## src/rtl/spi_slave_port_pkg.sv

```systemverilog
// Shared definitions for the SPI responder: datapath width, FSM encoding
// and the byte returned when nothing has been queued for transmission.
package spi_slave_port_pkg;

    localparam int DATAPATH_W = 8;

    typedef enum logic {
        SPI_SLV_IDLE  = 1'b0,
        SPI_SLV_SHIFT = 1'b1
    } spi_slv_state_e;

    localparam logic [DATAPATH_W-1:0] SPI_IDLE_BYTE = 8'h00;

endpackage

```

## src/rtl/spi_slave_port_sync_fifo.sv

```systemverilog
// Small synchronous FIFO used as the SPI receive queue.
// FIFO_DEPTH must be a power of two (pointers wrap naturally).
// A pop and a push in the same cycle while full are both honoured.
module sync_fifo
    import spi_slave_port_pkg::*;
#(
    parameter int DATA_W     = DATAPATH_W,
    parameter int FIFO_DEPTH = 4
) (
    input  logic              clk,
    input  logic              rst_n,
    input  logic              i_push,
    input  logic              i_pop,
    input  logic [DATA_W-1:0] i_data,
    output logic [DATA_W-1:0] o_data,
    output logic              o_full,
    output logic              o_empty
);

    localparam int AW = $clog2(FIFO_DEPTH);
    localparam logic [AW:0] DEPTH_C = (AW+1)'(FIFO_DEPTH);

    logic [DATA_W-1:0] r_mem [FIFO_DEPTH];
    logic [AW-1:0]     r_wr_ptr;
    logic [AW-1:0]     r_rd_ptr;
    logic [AW:0]       r_count;
    logic              w_do_pop;
    logic              w_do_push;

    assign w_do_pop  = i_pop & (r_count != {(AW+1){1'b0}});
    assign w_do_push = i_push & ((r_count != DEPTH_C) | w_do_pop);

    assign o_data  = r_mem[r_rd_ptr];
    assign o_full  = (r_count == DEPTH_C);
    assign o_empty = (r_count == {(AW+1){1'b0}});

    // Storage array and pointer/occupancy bookkeeping.
    always_ff @(posedge clk or negedge rst_n) begin
        if (!rst_n) begin
            for (int i = 0; i < FIFO_DEPTH; i++) begin
                r_mem[i] <= {DATA_W{1'b0}};
            end
            r_wr_ptr <= {AW{1'b0}};
            r_rd_ptr <= {AW{1'b0}};
            r_count  <= {(AW+1){1'b0}};
        end else begin
            if (w_do_push) begin
                r_mem[r_wr_ptr] <= i_data;
                r_wr_ptr        <= r_wr_ptr + 1'b1;
            end
            if (w_do_pop) begin
                r_rd_ptr <= r_rd_ptr + 1'b1;
            end
            case ({w_do_push, w_do_pop})
                2'b10:   r_count <= r_count + 1'b1;
                2'b01:   r_count <= r_count - 1'b1;
                default: r_count <= r_count;
            endcase
        end
    end

endmodule

```

## src/rtl/spi_slave_port.sv

```systemverilog
// SPI mode-0 responder, MSB first, oversampled on the system clock.
// Received bytes go to a small RX FIFO; one holding register supplies the
// byte returned on MISO. Optional build macro SPI_SLAVE_LOOPBACK_EN makes an
// empty holding register echo the last completed RX byte instead of 0x00.
module spi_slave_port
    import spi_slave_port_pkg::*;
#(
    parameter int DATA_W      = DATAPATH_W,
    parameter int FIFO_DEPTH  = 4,
    parameter int SYNC_STAGES = 2
) (
    input  logic              clk,
    input  logic              rst_n,
    input  logic              sclk_in,
    input  logic              cs_n_in,
    input  logic              mosi_in,
    output logic              miso_out,
    output logic              miso_oe_out,
    output logic [DATA_W-1:0] rx_data_out,
    output logic              rx_valid_out,
    input  logic              rx_ready_in,
    input  logic [DATA_W-1:0] tx_data_in,
    input  logic              tx_valid_in,
    output logic              tx_ready_out,
    output logic              rx_overflow_out,
    output logic              busy_out
);

    localparam int CNT_W = $clog2(DATA_W);
    localparam logic [CNT_W-1:0]  CNT_LAST  = CNT_W'(DATA_W - 1);
    localparam logic [DATA_W-1:0] IDLE_BYTE = DATA_W'(SPI_IDLE_BYTE);

    // Pin synchronizers; the extra *_prev flop gives a clean edge compare.
    logic [SYNC_STAGES-1:0] r_sclk_sync;
    logic [SYNC_STAGES-1:0] r_cs_sync;
    logic [SYNC_STAGES-1:0] r_mosi_sync;
    logic                   r_sclk_prev;
    logic                   r_cs_prev;

    spi_slv_state_e r_state;
    spi_slv_state_e w_state_nxt;

    logic [CNT_W-1:0]  r_bit_cnt;
    logic [DATA_W-2:0] r_rx_shift;     // bits received so far in this frame
    logic [DATA_W-2:0] r_tx_shift;     // bits still to send after the current MSB
    logic              r_miso;
    logic              r_push_pend;
    logic [DATA_W-1:0] r_push_data;    // last completed RX byte
    logic [DATA_W-1:0] r_tx_hold;
    logic              r_tx_empty;
    logic              r_busy;
    logic              r_miso_oe;
    logic              r_rx_overflow;
    logic [DATA_W-1:0] r_rx_last;

    logic              w_sclk_rise;
    logic              w_sclk_fall;
    logic              w_cs_fall;
    logic              w_cs_rise;
    logic              w_mosi;
    logic              w_frame_start;
    logic              w_in_shift;
    logic              w_do_rise;
    logic              w_do_fall;
    logic              w_load;
    logic              w_tx_accept;
    logic [DATA_W-1:0] w_empty_byte;
    logic [DATA_W-1:0] w_load_byte;
    logic              w_fifo_pop;
    logic              w_fifo_full;
    logic              w_fifo_empty;
    logic [DATA_W-1:0] w_fifo_data;

    assign w_sclk_rise =  r_sclk_sync[SYNC_STAGES-1] & ~r_sclk_prev;
    assign w_sclk_fall = ~r_sclk_sync[SYNC_STAGES-1] &  r_sclk_prev;
    assign w_cs_fall   = ~r_cs_sync[SYNC_STAGES-1]   &  r_cs_prev;
    assign w_cs_rise   =  r_cs_sync[SYNC_STAGES-1]   & ~r_cs_prev;
    assign w_mosi      =  r_mosi_sync[SYNC_STAGES-1];

    // A cs rise ends the frame even if an sclk edge is seen in the same cycle.
    assign w_frame_start = (r_state == SPI_SLV_IDLE) & w_cs_fall;
    assign w_in_shift    = (r_state == SPI_SLV_SHIFT) & ~w_cs_rise;
    assign w_do_rise     = w_in_shift & w_sclk_rise;
    assign w_do_fall     = w_in_shift & w_sclk_fall;
    assign w_load        = w_frame_start | (w_do_fall & (r_bit_cnt == {CNT_W{1'b0}}));
    assign w_tx_accept   = tx_valid_in & r_tx_empty;

`ifdef SPI_SLAVE_LOOPBACK_EN
    assign w_empty_byte = r_push_data;
`else
    assign w_empty_byte = IDLE_BYTE;
`endif

    // The consume always sees the value held before any same-cycle load.
    assign w_load_byte = r_tx_empty ? w_empty_byte : r_tx_hold;

    // Shift the raw pins through the synchronizer chains.
    always_ff @(posedge clk or negedge rst_n) begin
        if (!rst_n) begin
            r_sclk_sync <= {SYNC_STAGES{1'b0}};
            r_cs_sync   <= {SYNC_STAGES{1'b0}};
            r_mosi_sync <= {SYNC_STAGES{1'b0}};
            r_sclk_prev <= 1'b0;
            r_cs_prev   <= 1'b0;
        end else begin
            r_sclk_sync <= {r_sclk_sync[SYNC_STAGES-2:0], sclk_in};
            r_cs_sync   <= {r_cs_sync[SYNC_STAGES-2:0], cs_n_in};
            r_mosi_sync <= {r_mosi_sync[SYNC_STAGES-2:0], mosi_in};
            r_sclk_prev <= r_sclk_sync[SYNC_STAGES-1];
            r_cs_prev   <= r_cs_sync[SYNC_STAGES-1];
        end
    end

    // FSM state register.
    always_ff @(posedge clk or negedge rst_n) begin
        if (!rst_n) begin
            r_state <= SPI_SLV_IDLE;
        end else begin
            r_state <= w_state_nxt;
        end
    end

    // FSM next-state: select on cs fall, release on cs rise.
    always_comb begin
        w_state_nxt = r_state;
        case (r_state)
            SPI_SLV_IDLE: begin
                if (w_cs_fall) begin
                    w_state_nxt = SPI_SLV_SHIFT;
                end else begin
                    w_state_nxt = SPI_SLV_IDLE;
                end
            end
            SPI_SLV_SHIFT: begin
                if (w_cs_rise) begin
                    w_state_nxt = SPI_SLV_IDLE;
                end else begin
                    w_state_nxt = SPI_SLV_SHIFT;
                end
            end
            default: w_state_nxt = SPI_SLV_IDLE;
        endcase
    end

    // Bit counter and RX/TX shift registers, MISO driven from the TX MSB.
    always_ff @(posedge clk or negedge rst_n) begin
        if (!rst_n) begin
            r_bit_cnt   <= {CNT_W{1'b0}};
            r_rx_shift  <= {(DATA_W-1){1'b0}};
            r_tx_shift  <= {(DATA_W-1){1'b0}};
            r_miso      <= 1'b0;
            r_push_pend <= 1'b0;
            r_push_data <= {DATA_W{1'b0}};
        end else begin
            r_push_pend <= 1'b0;
            if (w_frame_start) begin
                r_bit_cnt  <= {CNT_W{1'b0}};
                r_tx_shift <= w_load_byte[DATA_W-2:0];
                r_miso     <= w_load_byte[DATA_W-1];
            end else if (w_do_rise) begin
                r_rx_shift <= {r_rx_shift[DATA_W-3:0], w_mosi};
                if (r_bit_cnt == CNT_LAST) begin
                    r_bit_cnt   <= {CNT_W{1'b0}};
                    r_push_pend <= 1'b1;
                    r_push_data <= {r_rx_shift, w_mosi};
                end else begin
                    r_bit_cnt <= r_bit_cnt + 1'b1;
                end
            end else if (w_do_fall) begin
                if (r_bit_cnt == {CNT_W{1'b0}}) begin
                    r_tx_shift <= w_load_byte[DATA_W-2:0];
                    r_miso     <= w_load_byte[DATA_W-1];
                end else begin
                    r_tx_shift <= {r_tx_shift[DATA_W-3:0], 1'b0};
                    r_miso     <= r_tx_shift[DATA_W-2];
                end
            end else begin
                r_bit_cnt <= r_bit_cnt;
            end
        end
    end

    // TX holding register: accept only when empty; a load point empties it.
    always_ff @(posedge clk or negedge rst_n) begin
        if (!rst_n) begin
            r_tx_hold  <= {DATA_W{1'b0}};
            r_tx_empty <= 1'b1;
        end else if (w_tx_accept) begin
            r_tx_hold  <= tx_data_in;
            r_tx_empty <= 1'b0;
        end else if (w_load) begin
            r_tx_empty <= 1'b1;
        end else begin
            r_tx_empty <= r_tx_empty;
        end
    end

    // Status outputs: select indication and the overflow pulse.
    always_ff @(posedge clk or negedge rst_n) begin
        if (!rst_n) begin
            r_busy        <= 1'b0;
            r_miso_oe     <= 1'b0;
            r_rx_overflow <= 1'b0;
        end else begin
            r_busy        <= (w_state_nxt == SPI_SLV_SHIFT);
            r_miso_oe     <= (w_state_nxt == SPI_SLV_SHIFT);
            r_rx_overflow <= r_push_pend & w_fifo_full & ~w_fifo_pop;
        end
    end

    // Remember the FIFO head so rx_data_out holds its value once drained.
    always_ff @(posedge clk or negedge rst_n) begin
        if (!rst_n) begin
            r_rx_last <= {DATA_W{1'b0}};
        end else if (!w_fifo_empty) begin
            r_rx_last <= w_fifo_data;
        end else begin
            r_rx_last <= r_rx_last;
        end
    end

    assign w_fifo_pop = rx_ready_in & ~w_fifo_empty;

    sync_fifo #(
        .DATA_W     (DATA_W),
        .FIFO_DEPTH (FIFO_DEPTH)
    ) u_rx_fifo (
        .clk     (clk),
        .rst_n   (rst_n),
        .i_push  (r_push_pend),
        .i_pop   (w_fifo_pop),
        .i_data  (r_push_data),
        .o_data  (w_fifo_data),
        .o_full  (w_fifo_full),
        .o_empty (w_fifo_empty)
    );

    assign miso_out        = r_miso;
    assign miso_oe_out     = r_miso_oe;
    assign busy_out        = r_busy;
    assign rx_overflow_out = r_rx_overflow;
    assign tx_ready_out    = r_tx_empty;
    assign rx_valid_out    = ~w_fifo_empty;
    assign rx_data_out     = w_fifo_empty ? r_rx_last : w_fifo_data;

endmodule

```

## config.mk

```make
export PLATFORM = sky130hd
export DESIGN_NAME = spi_slave_port
export DESIGN_NICKNAME = d
export VERILOG_FILES = /design/src/rtl/spi_slave_port_pkg.sv /design/src/rtl/spi_slave_port_sync_fifo.sv /design/src/rtl/spi_slave_port.sv
export SDC_FILE = /design/constraint.sdc
export NUM_CORES = 1
export LEC_CHECK = 0
export CORE_MARGIN = 5
export CORE_UTILIZATION = 58
export DETAILED_ROUTE_END_ITERATION = 8
export MAX_ROUTING_LAYER = met4
export PLACE_DENSITY = 0.76
export SYNTH_ARGS = -nofsm -noshare
export SYNTH_HDL_FRONTEND = slang
export SYNTH_HIERARCHICAL = 1
export SYNTH_SLANG_ARGS = --single-unit
```

## constraint.sdc

```tcl
create_clock -name clk -period 3.43 [get_ports clk]
set_clock_uncertainty 0.05 [all_clocks]
set_input_delay 0.8575 -clock clk [delete_from_list [all_inputs] [get_ports clk]]
set_output_delay 0.8575 -clock clk [all_outputs]
set_load 0.005 [all_outputs]
```

; ---- Word level (Yosys, flattened, before mapping)
; Cells that the tools add are included.
[totals]
ff_bits = 93
out_inout_bits = 14
wordCells = 104
input_bits = 15
[classes]
reduce_logical = 11
addsub = 5
eq_ne = 6
order_cmp = 3
bitwise = 28
mux = 28
[op_table]
columns = cell, n
row1 = 8-bit 2-to-1 mux, 5
row2 = 32-bit bitwise mux, 1
row3 = 7-bit 2-to-1 mux, 4
row4 = 8-bit binary-select mux with 2-bit select, 1
row5 = 8-bit demux with 2-bit select, 1
row6 = 1-bit AND, 15
row7 = 1-bit 2-to-1 mux, 11
row8 = 3-bit 2-to-1 mux, 3
row9 = 1-bit inverter, 9
row10 = 2-bit nonzero test, 4
row11 = 3-bit by 1-bit adder with 3-bit output (second input constant), 2
row12 = 3-bit equality test (second input constant), 2
row13 = 3-bit greater-or-equal comparator (second input constant), 2
row14 = 3-bit logical NOT, 2
row15 = 2-bit inverter with 3-bit output, 2
row16 = 3-bit one-hot mux with 2 select lines, 1
row17 = 2-bit by 1-bit adder with 2-bit output (second input constant), 2
row18 = 2-bit AND reduction, 2
row19 = 3-bit by 1-bit less-than comparator with 1-bit output (second input constant), 1
row20 = 3-bit != test (second input constant), 1
row21 = 3-bit AND reduction, 1
row22 = 3-bit nonzero test, 1
row23 = 3-bit by 1-bit subtractor with 3-bit output (second input constant), 1
row24 = 2-bit by 1-bit equality test with 1-bit output (second input constant), 1
row25 = 5 further kinds, 6

; ---- Logic depth before layout (Yosys ltp)
[logic_depth]
word_depth = 9
ltp_mapped = 10
mapped_depth_nobuf = 8

; ---- Cells and area by module
; Netlist, hierarchy kept.
[by_module_without_submodules]
columns = module, seq_area_each_um2, cells_each, n_inst, area_per_inst_um2
row1 = spi_slave_port, 1352.5, 169, 1, 2301.0
row2 = sync_fifo, 975.9, 129, 1, 1876.8

; ---- Worst setup path after synthesis
; No wires, ideal clock.
[synth_path]
path_kind = input-to-reg
startpoint = in rx_ready_in
endpoint = reg u_rx_fifo.r_count[1]
arrival_ns = 2.724
setup_slack_ns = 0.569
required_time_ns = 3.293
setup_time_ns = 0.087
stages = 8
cell_sequence = nor2b_1 > buf_1 > nand2b_1 > or2_2 > fa_1 > o21ba_2 > o211ai_1 > a22oi_1
[synth_via]
elab_chain_len = 6
elab_cells_between_ends = 8
classes_between = eq/ne (2) / mux (1) / bitwise (4) / reduce/logical (1)
[synth_rtl]
columns = element, line
row1 = from (decl), spi_slave_port.sv:21  ; input logic rx_ready_in,
row2 = 1-bit AND *, spi_slave_port.sv:222  ; assign w_fifo_pop = rx_ready_in & ~w_fifo_empty;
row3 = 1-bit AND *, spi_slave_port_sync_fifo.sv:30  ; assign w_do_pop = i_pop & (r_count != {(AW+1){1'b0}});
row4 = 1-bit bitwise OR, spi_slave_port_sync_fifo.sv:31  ; assign w_do_push = i_push & ((r_count != DEPTH_C) | w_do_pop);
row5 = 1-bit AND, spi_slave_port_sync_fifo.sv:31
row6 = 2-bit by 1-bit equality test with 1-bit output / 2-bit equality test (equally long branches), spi_slave_port_sync_fifo.sv:54  ; case ({w_do_push, w_do_pop})
row7 = 3-bit one-hot mux with 2 select lines / 2-bit nonzero test (equally long branches), --
row8 = to (signal assigned), spi_slave_port_sync_fifo.sv:55  ; 2'b10: r_count <= r_count + 1'b1;
row9 = to (signal assigned), spi_slave_port_sync_fifo.sv:56  ; 2'b01: r_count <= r_count - 1'b1;
row10 = to (signal assigned), spi_slave_port_sync_fifo.sv:57  ; default: r_count <= r_count;
row11 = to (decl), spi_slave_port_sync_fifo.sv:26  ; logic [AW:0] r_count;
; Every way passes the cells marked *; elsewhere a longest branch is shown, timed or not.
; A chain may end at the register's enable or synchronous reset.

; ---- Final worst setup path
[layout_path]
startpoint = reg u_rx_fifo.r_rd_ptr[0]
endpoint = out rx_data_out[3]
[layout_via]
elab_chain_len = 5
[layout_rtl]
columns = element, line
row1 = from (decl), spi_slave_port_sync_fifo.sv:25  ; logic [AW-1:0] r_rd_ptr;
row2 = from (signal assigned), spi_slave_port_sync_fifo.sv:44  ; r_rd_ptr <= {AW{1'b0}};
row3 = from (signal assigned), spi_slave_port_sync_fifo.sv:52  ; r_rd_ptr <= r_rd_ptr + 1'b1;
row4 = 2-bit inverter with 3-bit output (implied by the code), spi_slave_port_sync_fifo.sv:33  ; assign o_data = r_mem[r_rd_ptr];
row5 = 8-bit binary-select mux with 2-bit select, spi_slave_port_sync_fifo.sv:33
row6 = 8-bit 2-to-1 mux (implied by the code) (2 in series), spi_slave_port_sync_fifo.sv:33
row7 = named net w_fifo_data[3], spi_slave_port.sv:72  ; logic [DATA_W-1:0] w_fifo_data;
row8 = 8-bit 2-to-1 mux, spi_slave_port.sv:244  ; assign rx_data_out = w_fifo_empty ? r_rx_last : w_fifo_data;
row9 = to (decl), spi_slave_port.sv:19  ; output logic [DATA_W-1:0] rx_data_out,
; The timed path passes the listed nets, and every way through them passes these cells. The select of a mux whose other input is x is not followed.

==> flow_metrics.tcl <==
set metrics [dict create \
    htree_levels 3 \
    p_sw_mw 0.9407 \
    synth_top_area_share_pct 55.11 \
    globalplace.congestion 0.7572 \
    cts_inserted_buffers 9 \
    ctsResizeCount 0 \
    path_max_fanout 9 \
    io_pins 29 \
    drt_iter0_drc 108 \
    setup_viol 0 \
    synth_most_common_cell "dfrtp_1" \
    clk_pin_slew_ns 0.10 \
    cp_cell_sequence "mux4_2 > mux2_2 > clkdlybuf4s50_1" \
    sw_frac_of_total_pct 30.75 \
    crit_path_end_kind "primary output" \
    synthTopCellsByArea "dfrtp_1 (55%), mux2_2 (17%), mux4_2 (4.3%)" \
    whs_ns 0.3058 \
    grt_max_degree 83 \
    p_leak_nw 2.194 \
    fin_ws_ns 0.1718 \
    clk_latency_ns 0.36 \
    cp_data_required_time_ns 2.52 \
    yosys.area.top_type "dfrtp_1" \
    firstDrtPassIters 4 \
    rsz0062_at_grt "no" \
    die_height_um 94.87 \
    dp_hpwl_um 4797 \
    outcome "finished clean" \
    io_buffers 28 \
    cts_hold_buf 0 \
    synthCells 298 \
    syn_area_um2 4178 \
    reg2reg_from "u_rx_fifo/r_count[1]" \
    dp_slack_ns 0.4834 \
    fmax_mhz 306.9 \
    cap_viol_max_count 0 \
    min-delay-start "r_mosi_sync[0]" \
    tns_ns 0 \
    synth-seq-cells 93 \
    grt_util_all_layers_pct 18.84 \
    nets 351 \
    drive_above_1_share_pct 32.13 \
    cts-root-buf "clkbuf_8" \
    grt_pass1_vias 2538 \
    synth.avg_cell_area_um2 14.02 \
    num_rows 31 \
    crit_start "u_rx_fifo/r_rd_ptr[0]" \
    dieArea_um2 9000 \
    ant_nets 0 \
    finalMaxSlewViolations 0 \
    ys_types 47 \
    fillers 539 \
    finalHoldViolations 0 \
    clock_sinks 93 \
    overflow 0 \
    period_needed_ns 3.258 \
    antenna_found_initial 0 \
    timing.slew.headroom_pct 32.73 \
    cpPeakStageDelay_ns 0.68 \
    peakVddDrop_uv 402.2 \
    worstMarginPinSlew_ns 1.009 \
    synth_edf_count 0 \
    crit_path_start_kind "flop" \
    wirelength_um 7128 \
    hp-class "reg -> reg" \
    synth-main-ff-cell "dfrtp_1" \
    setup.worst_path.class "reg -> out" \
    async_reset_ff_share_pct 100.0 \
    arrival_ns 2.35 \
    drcViolationCount 0 \
    cts_tree "built" \
    synth_common_cells "dfrtp_1 (92), mux2_2 (63), inv_1 (11)" \
    area_growth_pct 13.66 \
    vias 2438 \
    pwr-share-comb_pct 24.5 \
    grt_pass1_wl_um 12530 \
    intPower_mw 2.118 \
    clockBufferDepth 2 \
    period_share_pct 94.99 \
    design_area_um2 4748 \
    cpLargestDelayFamily "multiplexers" \
    yosysWarningCount 6 \
    via_per_inst 5.644 \
    antenna_cells 0 \
    p_seq_share_pct 48.4 \
    cp_num_buf_inv 1 \
    wl_per_cell_um 16.50 \
    cpMaxStageDelayCell "dfrtp_1" \
    synth.net_count 321 \
    cts_setup_buffers 0 \
    seq_area_frac_synth_pct 55.74 \
    core-area_um2 7137 \
    initial_core_util_pct 58.54 \
    die_w_um 94.87 \
    clockPowerShare_pct 27.2 \
    place_area_um2 4519 \
    power_density_nw_per_um2 644.2 \
]
-- per-layer routing --
layer | wire length [um] | track usage, % | up-vias | part of all wire [%]
li1 | - | - | 1122 | -
met1 | 3183 | 23.80 | 1237 | 45
met2 | 3568 | 30.18 | 68 | 50
met3 | 269 | 3.187 | 11 | 3.8
met4 | 106 | 8.053 | 0 | 1.5
met5 | 0 | - | - | 0
-- registers in the layout (all words and copies together), names as in the netlist --
| register | flops |
|---|---|
| u_rx_fifo/r_mem | 32 |
| r_push_data | 8 |
| r_rx_last | 8 |
| r_tx_hold | 8 |
| r_rx_shift | 7 |
| r_tx_shift | 7 |
| r_bit_cnt | 3 |
| u_rx_fifo/r_count | 3 |
| r_cs_sync | 2 |
| r_mosi_sync | 2 |
| r_sclk_sync | 2 |
| u_rx_fifo/r_rd_ptr | 2 |
| u_rx_fifo/r_wr_ptr | 2 |
| miso_oe_out | 1 |
| miso_out | 1 |
| r_cs_prev | 1 |
| r_push_pend | 1 |
| r_sclk_prev | 1 |
| rx_overflow_out | 1 |
| tx_ready_out | 1 |
-- area by class of cell --
type / count / area [um^2] / share of cell area (%)
clock inverters: 7 / 105.1 / 2.213
multi-input cells: 180 / 1710 / 36.02
well taps: 99 / 123.9 / 2.609
flip-flops and latches: 93 / 2328 / 49.04
clock buffers: 9 / 123.9 / 2.609
repair buffers: 33 / 315.3 / 6.640
inverters: 11 / 41.29 / 0.8696
-- power by group through the flow --
stage	clock network, mW	logic [mW]	registers, mW
detailed placement	0	0.750	1.51
floorplan	0	0.621	1.40
global route	0.893	0.833	1.52
finish	0.831	0.748	1.48
global placement	0	0.718	1.50
CTS	0.843	0.754	1.49
-- logic make-up after synthesis --
group | Yosys count | synth area share, %
DFF | 93 | 55.74
muxes | 76 | 22.67
and+or+nand+nor | 58 | 9.224
AOI/OAI and AO/OA | 33 | 5.421
buffers and inverters | 25 | 3.324
adders and majority gates | 8 | 2.576
xor gates and xnor gates | 5 | 1.048
-- final timing paths --
path | endpoint | slack [ns] | cells past startpoint
setup / recovery | rx_data_out[3] | 0.17 | 3
hold / removal | r_mosi_sync[1] | 0.31 | 0
setup reg to reg | u_rx_fifo/r_count[1] | 1.02 | 9
hold reg to reg | r_mosi_sync[1] | 0.31 | 0
max in group asynchronous | r_rx_last[5] | 2.03 | 2
min in group asynchronous | r_rx_last[7] | 0.59 | 1
-- metrics by stage --
step,std cells,util (%),power (mW)
2_1_floorplan,298,-,2.020
3_3_place_gp,416,63.32,2.213
3_5_place_dp,416,63.32,2.255
4_1_cts,432,66.53,3.083
5_1_grt,432,66.53,3.245
6_report,432,66.53,3.059
-- layout by cell type, fill, tap and decap left out, types with 8 or more instances in the layout --
cell type        count
dfrtp_1             92
mux2_2              63
clkdlybuf4s50_1     27
inv_1               11
nor2b_1              9
nand2_1              9
o21ai_0              9
nand3_1              9
clkbuf_8             9
mux4_2               8
(Power assumes the default switching activity.)
